## src/rtl/sound_pkg.sv

```systemverilog
// Shared types and constants for the game sound player: FSM states,
// tune indices and the half-period table of both jingles.
package sound_pkg;

  typedef enum logic [2:0] {
    IDLE,
    LOAD,
    PLAY,
    GAP,
    DONE
  } snd_state_t;

  localparam int TUNE_LOSE = 0;
  localparam int TUNE_WIN  = 1;
  localparam int HP_W      = 17;

  // Half-periods in 50 MHz clocks; a zero entry is a rest (silent note).
  localparam logic [HP_W-1:0] NOTE_TABLE [2][4] = '{
    '{17'd63776, 17'd75843, 17'd95556, 17'd0},      // LOSE: G4 E4 C4 rest
    '{17'd47778, 17'd37922, 17'd31888, 17'd23889}   // WIN:  C5 E5 G5 C6
  };

  // Table lookup kept in one place so the top only deals with tune/note.
  function automatic logic [HP_W-1:0] note_hp(input logic tune, input logic [1:0] idx);
    if (tune)
      return NOTE_TABLE[TUNE_WIN][idx];
    else
      return NOTE_TABLE[TUNE_LOSE][idx];
  endfunction

endpackage

```

## src/rtl/tone_divider.sv

```systemverilog
// Square-wave generator: toggles its phase every hp cycles while run is high.
// hp == 0 is treated as a rest (counter and phase frozen). clear returns
// the divider to phase 0 / count 0 so every note starts from the same point.
import sound_pkg::*;

module tone_divider #(
  parameter int W = HP_W
) (
  input  logic         clk,
  input  logic         resetN,
  input  logic [W-1:0] hp,
  input  logic         run,
  input  logic         clear,
  output logic         square,
  output logic         toggle
);

  logic [W-1:0] cnt;
  logic         active;

  assign active = run && (hp != '0);
  assign toggle = active && (cnt == hp - W'(1));

  // Half-period counter and phase register; counter stops at hp-1 so it never wraps.
  always_ff @(posedge clk) begin
    if (!resetN) begin
      cnt    <= '0;
      square <= 1'b0;
    end else if (clear) begin
      cnt    <= '0;
      square <= 1'b0;
    end else if (active) begin
      if (toggle) begin
        cnt    <= '0;
        square <= ~square;
      end else begin
        cnt <= cnt + W'(1);
      end
    end
  end

endmodule

```

## src/rtl/game_sound_player.sv

```systemverilog
// Game sound player: on a rising edge of enable_sound with a valid tune index
// it plays a 4-note melody (note, then silent gap, per note) as a square wave.
// A new valid request at any time restarts from the first note.
//
//   state | meaning
//   IDLE  | waiting for a valid start edge
//   LOAD  | one cycle: fetch half-period of the current note
//   PLAY  | tone running for NOTE_LEN cycles
//   GAP   | silence for GAP_LEN cycles, then next note or DONE
//   DONE  | one cycle: done pulse
import sound_pkg::*;

module game_sound_player #(
  parameter int NOTE_LEN    = 12_500_000,
  parameter int GAP_LEN     = 1_250_000,
  parameter int PITCH_SHIFT = 0,
  parameter int DUR_W       = 24
) (
  input  logic       clk,
  input  logic       resetN,
  input  logic       enable_sound,
  input  logic [9:0] sound_freq,
  input  logic       mute,
  output logic       audio_out,
  output logic       busy,
  output logic       done,
  output logic [1:0] note_idx
);

  snd_state_t        state;
  snd_state_t        state_next;
  logic              en_d;
  logic              start;
  logic              start_valid;
  logic              tune;
  logic [HP_W-1:0]   hp;
  logic [DUR_W-1:0]  dur;
  logic              note_end;
  logic              gap_end;
  logic              tone_run;
  logic              tone_clear;
  logic              tone_square;
  logic              tone_toggle;
  logic              play_hold;

  assign start       = enable_sound & ~en_d;
  assign start_valid = start && (sound_freq <= 10'd1);
  assign note_end    = (state == PLAY) && (dur == DUR_W'(NOTE_LEN - 1));
  assign gap_end     = (state == GAP)  && (dur == DUR_W'(GAP_LEN - 1));
  assign tone_run    = (state == PLAY);
  assign tone_clear  = (state != PLAY);
  // Only drive the pin while staying in PLAY; LOAD/GAP/retrigger force silence.
  assign play_hold   = (state == PLAY) && (state_next == PLAY);
  assign busy        = (state != IDLE);
  assign done        = (state == DONE);

  tone_divider #(.W(HP_W)) u_tone (
    .clk    (clk),
    .resetN (resetN),
    .hp     (hp),
    .run    (tone_run),
    .clear  (tone_clear),
    .square (tone_square),
    .toggle (tone_toggle)
  );

  // State register.
  always_ff @(posedge clk) begin
    if (!resetN)
      state <= IDLE;
    else
      state <= state_next;
  end

  // Next-state logic; a valid start overrides everything, including DONE.
  always_comb begin
    state_next = state;
    case (state)
      IDLE:    state_next = IDLE;
      LOAD:    state_next = PLAY;
      PLAY:    if (note_end) state_next = GAP;
      GAP:     if (gap_end)  state_next = (note_idx == 2'd3) ? DONE : LOAD;
      DONE:    state_next = IDLE;
      default: state_next = IDLE;
    endcase
    if (start_valid)
      state_next = LOAD;
  end

  // Request edge detector.
  always_ff @(posedge clk) begin
    if (!resetN)
      en_d <= 1'b0;
    else
      en_d <= enable_sound;
  end

  // Tune latch and note sequencing.
  always_ff @(posedge clk) begin
    if (!resetN) begin
      tune     <= 1'b0;
      note_idx <= 2'd0;
    end else if (start_valid) begin
      tune     <= sound_freq[0];
      note_idx <= 2'd0;
    end else if (gap_end && (note_idx != 2'd3)) begin
      note_idx <= note_idx + 2'd1;
    end
  end

  // Half-period fetch for the note about to play.
  always_ff @(posedge clk) begin
    if (!resetN)
      hp <= '0;
    else if (state == LOAD)
      hp <= note_hp(tune, note_idx) >> PITCH_SHIFT;
  end

  // Shared note/gap duration counter, cleared on every phase change.
  always_ff @(posedge clk) begin
    if (!resetN) begin
      dur <= '0;
    end else begin
      case (state)
        PLAY:    dur <= note_end ? '0 : dur + DUR_W'(1);
        GAP:     dur <= gap_end  ? '0 : dur + DUR_W'(1);
        default: dur <= '0;
      endcase
    end
  end

  // Output register; mute gates the pin only, the divider phase keeps running.
  always_ff @(posedge clk) begin
    if (!resetN)
      audio_out <= 1'b0;
    else
      audio_out <= ~mute & play_hold & (tone_square ^ tone_toggle);
  end

endmodule

```

## config.mk

```make
export PLATFORM = sky130hd
export DESIGN_NAME = game_sound_player
export DESIGN_NICKNAME = d
export VERILOG_FILES = /design/src/rtl/sound_pkg.sv /design/src/rtl/tone_divider.sv /design/src/rtl/game_sound_player.sv
export SDC_FILE = /design/constraint.sdc
export NUM_CORES = 1
export LEC_CHECK = 0
export ABC_CLOCK_PERIOD_IN_PS = 6960
export CORE_ASPECT_RATIO = 0.8
export CORE_MARGIN = 5
export CORE_UTILIZATION = 40
export DETAILED_ROUTE_END_ITERATION = 8
export PLACE_DENSITY = 0.63
export SLEW_MARGIN = 5
export SYNTH_ARGS = -nofsm -noshare
export SYNTH_HDL_FRONTEND = slang
export SYNTH_HIERARCHICAL = 1
export SYNTH_SLANG_ARGS = --single-unit
```

## constraint.sdc

```tcl
create_clock -name clk -period 6.96 [get_ports clk]
set_clock_uncertainty 0.05 [all_clocks]
set_input_delay 1.392 -clock clk [delete_from_list [all_inputs] [get_ports clk]]
set_output_delay 1.392 -clock clk [all_outputs]
set_load 0.01 [all_outputs]
```

==> metrics.cfg <==
[run_status]
outcome = finished clean

[synth]
yosys-top-cells-area = dfxtp_1 (34%), xnor2_1 (5.5%), xor2_1 (4.8%), nor2_1 (4.0%), a211oi_1 (3.9%)
synthTopCellsByCount = dfxtp_1 (65), nor2_1 (41), nand2_1 (34)
synth_cells = 449
synthXorXnorAreaFrac_pct = 10.3
synth_area_sq_um = 3820
synth-seq-cells = 65
yosysTopAreaCell = dfxtp_1
synth_top_flop_cell = dfxtp_1
yosysMostFrequentCell = dfxtp_1
synth_simple_gate_area_share_pct = 30.4
synth_edf_count = 0
synth_top_family_by_area = simple AND/OR/NAND/NOR gates
synth-compound-area-share_pct = 16.8
syn_area_per_cell_sq_um = 8.50
synth-seq-area-share_pct = 34.1
yosysUniqueCellTypes = 64
synth_top_area_share_pct = 34.1
postSynth.asyncResetShare_pct = 0
ys_warn_count = 6
synthAdderAreaFrac_pct = 2.95
synthMuxAreaShare_pct = 0.787

[floorplanning]
start_util_pct = 41.5
die-width_microns = 119
die_area_sq_um = 11600
core_sq_um = 9190
rows = 31
pin_count = 19
die_h_microns = 97.4

[min_path]
hold_path.class = reg2reg
worstHoldPathCells = 1
hp-start = dur[0]
worstHoldEndpoint = dur[0]

[final_layout]
finalNonFillerCells = 580
area_growth_pct = 14.4
drive_gt1_share_pct = 7.96
final.fill_count = 905
nets = 483
diodes = 0

[timing]
post-route-min-period_ns = 3.22
tns_ns = 0
fmax_mhz = 310
rsz0062_at_grt = no
max_slew_margin_pct = 17.7
hold_ws_ns = 0.405
setup_viol = 0
worst_pin_slew_ns = 1.23
drv_slew = 0
hold_viol_final = 0
fin_ws_ns = 3.74
period_share_pct = 46.3

[critical_path]
cp.buffers_inverters = 1
crit_chain = clkdlybuf4s50_1 > or4b_2 > o31ai_1 > nor4_1 > and4_1
cpPeakStageDelay_ns = 0.63
critical_path.slowest_cell = o31ai_1
rr_startpoint = hp[0]
regToRegEndpoint = u_tone/cnt[1]
path_class = in2reg
crit_path_max_fanout = 5
r2r_slack_ns = 3.85
critPathLaunchType = input pin
path_delay_family = simple AND/OR/NAND/NOR gates
reg2regPathDepth = 9
end_kind = flop
critPathArrivalTime_ns = 3.40
required_ns = 7.14

[global_route]
gr-usage-all-layers_pct = 16.4
grt_pass1_vias = 3151
grt-ovfl-total = 0
grt_max_degree = 27
grt_first_pass_wirelength_mm = 15.6
antenna_found_initial = 0

[placement]
gp_congestion = 0.836
post-place-cells = 564
dp_hpwl_mm = 6.53
pre_cts_ws_ns = 3.39
port_buffers = 18

[clock_tree]
ctsResizeCount = 0
worstSkewPairLatency_ns = 0.33
path_clk_slew_ns = 0.05
cts_tree = done
postCtsSetupBuffers = 0
cts_max_level = 3
numCtsBuffers = 9
clock_sinks = 65
cts_hold_buf = 0
clockRootBuffer = clkbuf_16
cts_buffer_depth = 2

[power_and_ir_drop]
p_total_w = 0.000860
power-per-cell-area_nw_per_um2 = 197
ir_worst_vdd_v = 0.000137
leakagePower_nw = 1.35

[routing]
drt-initial-drc-count = 153
dr.max_layer_used = met4
routed-wl-met2_mm = 4.08
wl_met1_mm = 4.62
num_vias = 3310
viasPerCell = 5.71
detail_route.wirelength_mm = 9.21
ant_nets = 0
drt_first_pass_iters = 4
wl_met3_microns = 381
wire_per_inst_microns = 15.9
drc = 0

[flow_run]
cap_violations = 0

==> state kept, by name, summed over array words and instances (netlist names) <==
register / count
tune: 1
note_idx: 2
u_tone/cnt: 17
state: 3
audio_out: 1
en_d: 1
dur: 24
u_tone/square: 1
hp: 15
==> kinds of logic after synthesis <==
kind of cell             Yosys count
AND/OR/NAND/NOR                  204
AO/OA/AOI/OAI                     84
flip-flops                        65
XOR/XNOR                          45
buffers and inverters             38
adder cells (fa/ha/maj)            9
multiplexers                       3
other                              1
==> per-stage QoR <==
step,utilization [%],instance area (sq um)
6_report,47.5,4370
5_1_grt,47.5,4370
4_1_cts,47.5,4370
3_5_place_dp,44.2,4060
3_3_place_gp,44.2,4060
2_1_floorplan,-,3840
==> routing by layer <==
metal,up-vias,track usage [%]
met5,-,0
met4,0,5.43
met3,10,5.59
met2,70,23.9
met1,1557,22.6
li1,1673,-
==> cells in the final DEF, fill, tap and decap left out, types with 3 or more instances in the layout <==
cell type / count
clkbuf_16: 9
mux2i_1: 3
nand3b_1: 4
a21oi_1: 16
clkdlybuf4s50_1: 18
nor2_1: 41
inv_1: 13
nor2b_1: 4
or3_1: 20
conb_1: 6
nand2b_1: 5
xor2_1: 21
xnor2_1: 24
o211ai_1: 3
a221oi_2: 6
nand2_1: 34
and4_1: 7
dfxtp_1: 65
a221oi_1: 3
nor4b_1: 3
and2_1: 4
nor3_1: 14
or4b_2: 3
ha_1: 9
nand3_1: 13
or4_1: 8
a211oi_1: 20
nor4_1: 14
nand4_1: 12
o21ai_0: 16
==> worst max path at each step <==
stage                   from         to  slack [ns]  depth (start not counted)
2_1_floorplan  sound_freq[1]  audio_out        4.03                          4
3_3_place_gp    enable_sound  audio_out        3.41                          5
3_5_place_dp    enable_sound  audio_out        3.39                          5
4_1_cts         enable_sound  audio_out        3.74                          5
5_1_grt         enable_sound  audio_out        3.57                          5
6_report        enable_sound  audio_out        3.74                          5
==> final cells by class <==
| type | instances | area (sq um) | area share, % |
|---|---|---|---|
| Multi-Input combinational cell | 351 | 2370 | 54.3 |
| Sequential cell | 65 | 1300 | 29.8 |
| Clock buffer | 12 | 256 | 5.87 |
| Timing Repair Buffer | 20 | 195 | 4.47 |
| Tap cell | 115 | 144 | 3.29 |
| Clock inverter | 4 | 51.3 | 1.17 |
| Inverter | 13 | 48.8 | 1.12 |
==> power breakdown <==
part / internal, W / switching (W)
combinational: 0.0000127 / 0.0000130
sequential: 0.000373 / 0.000000150
clock: 0.000297 / 0.000165
total: 0.000682 / 0.000179
Note: power is estimated with default switching activity, not from simulation.
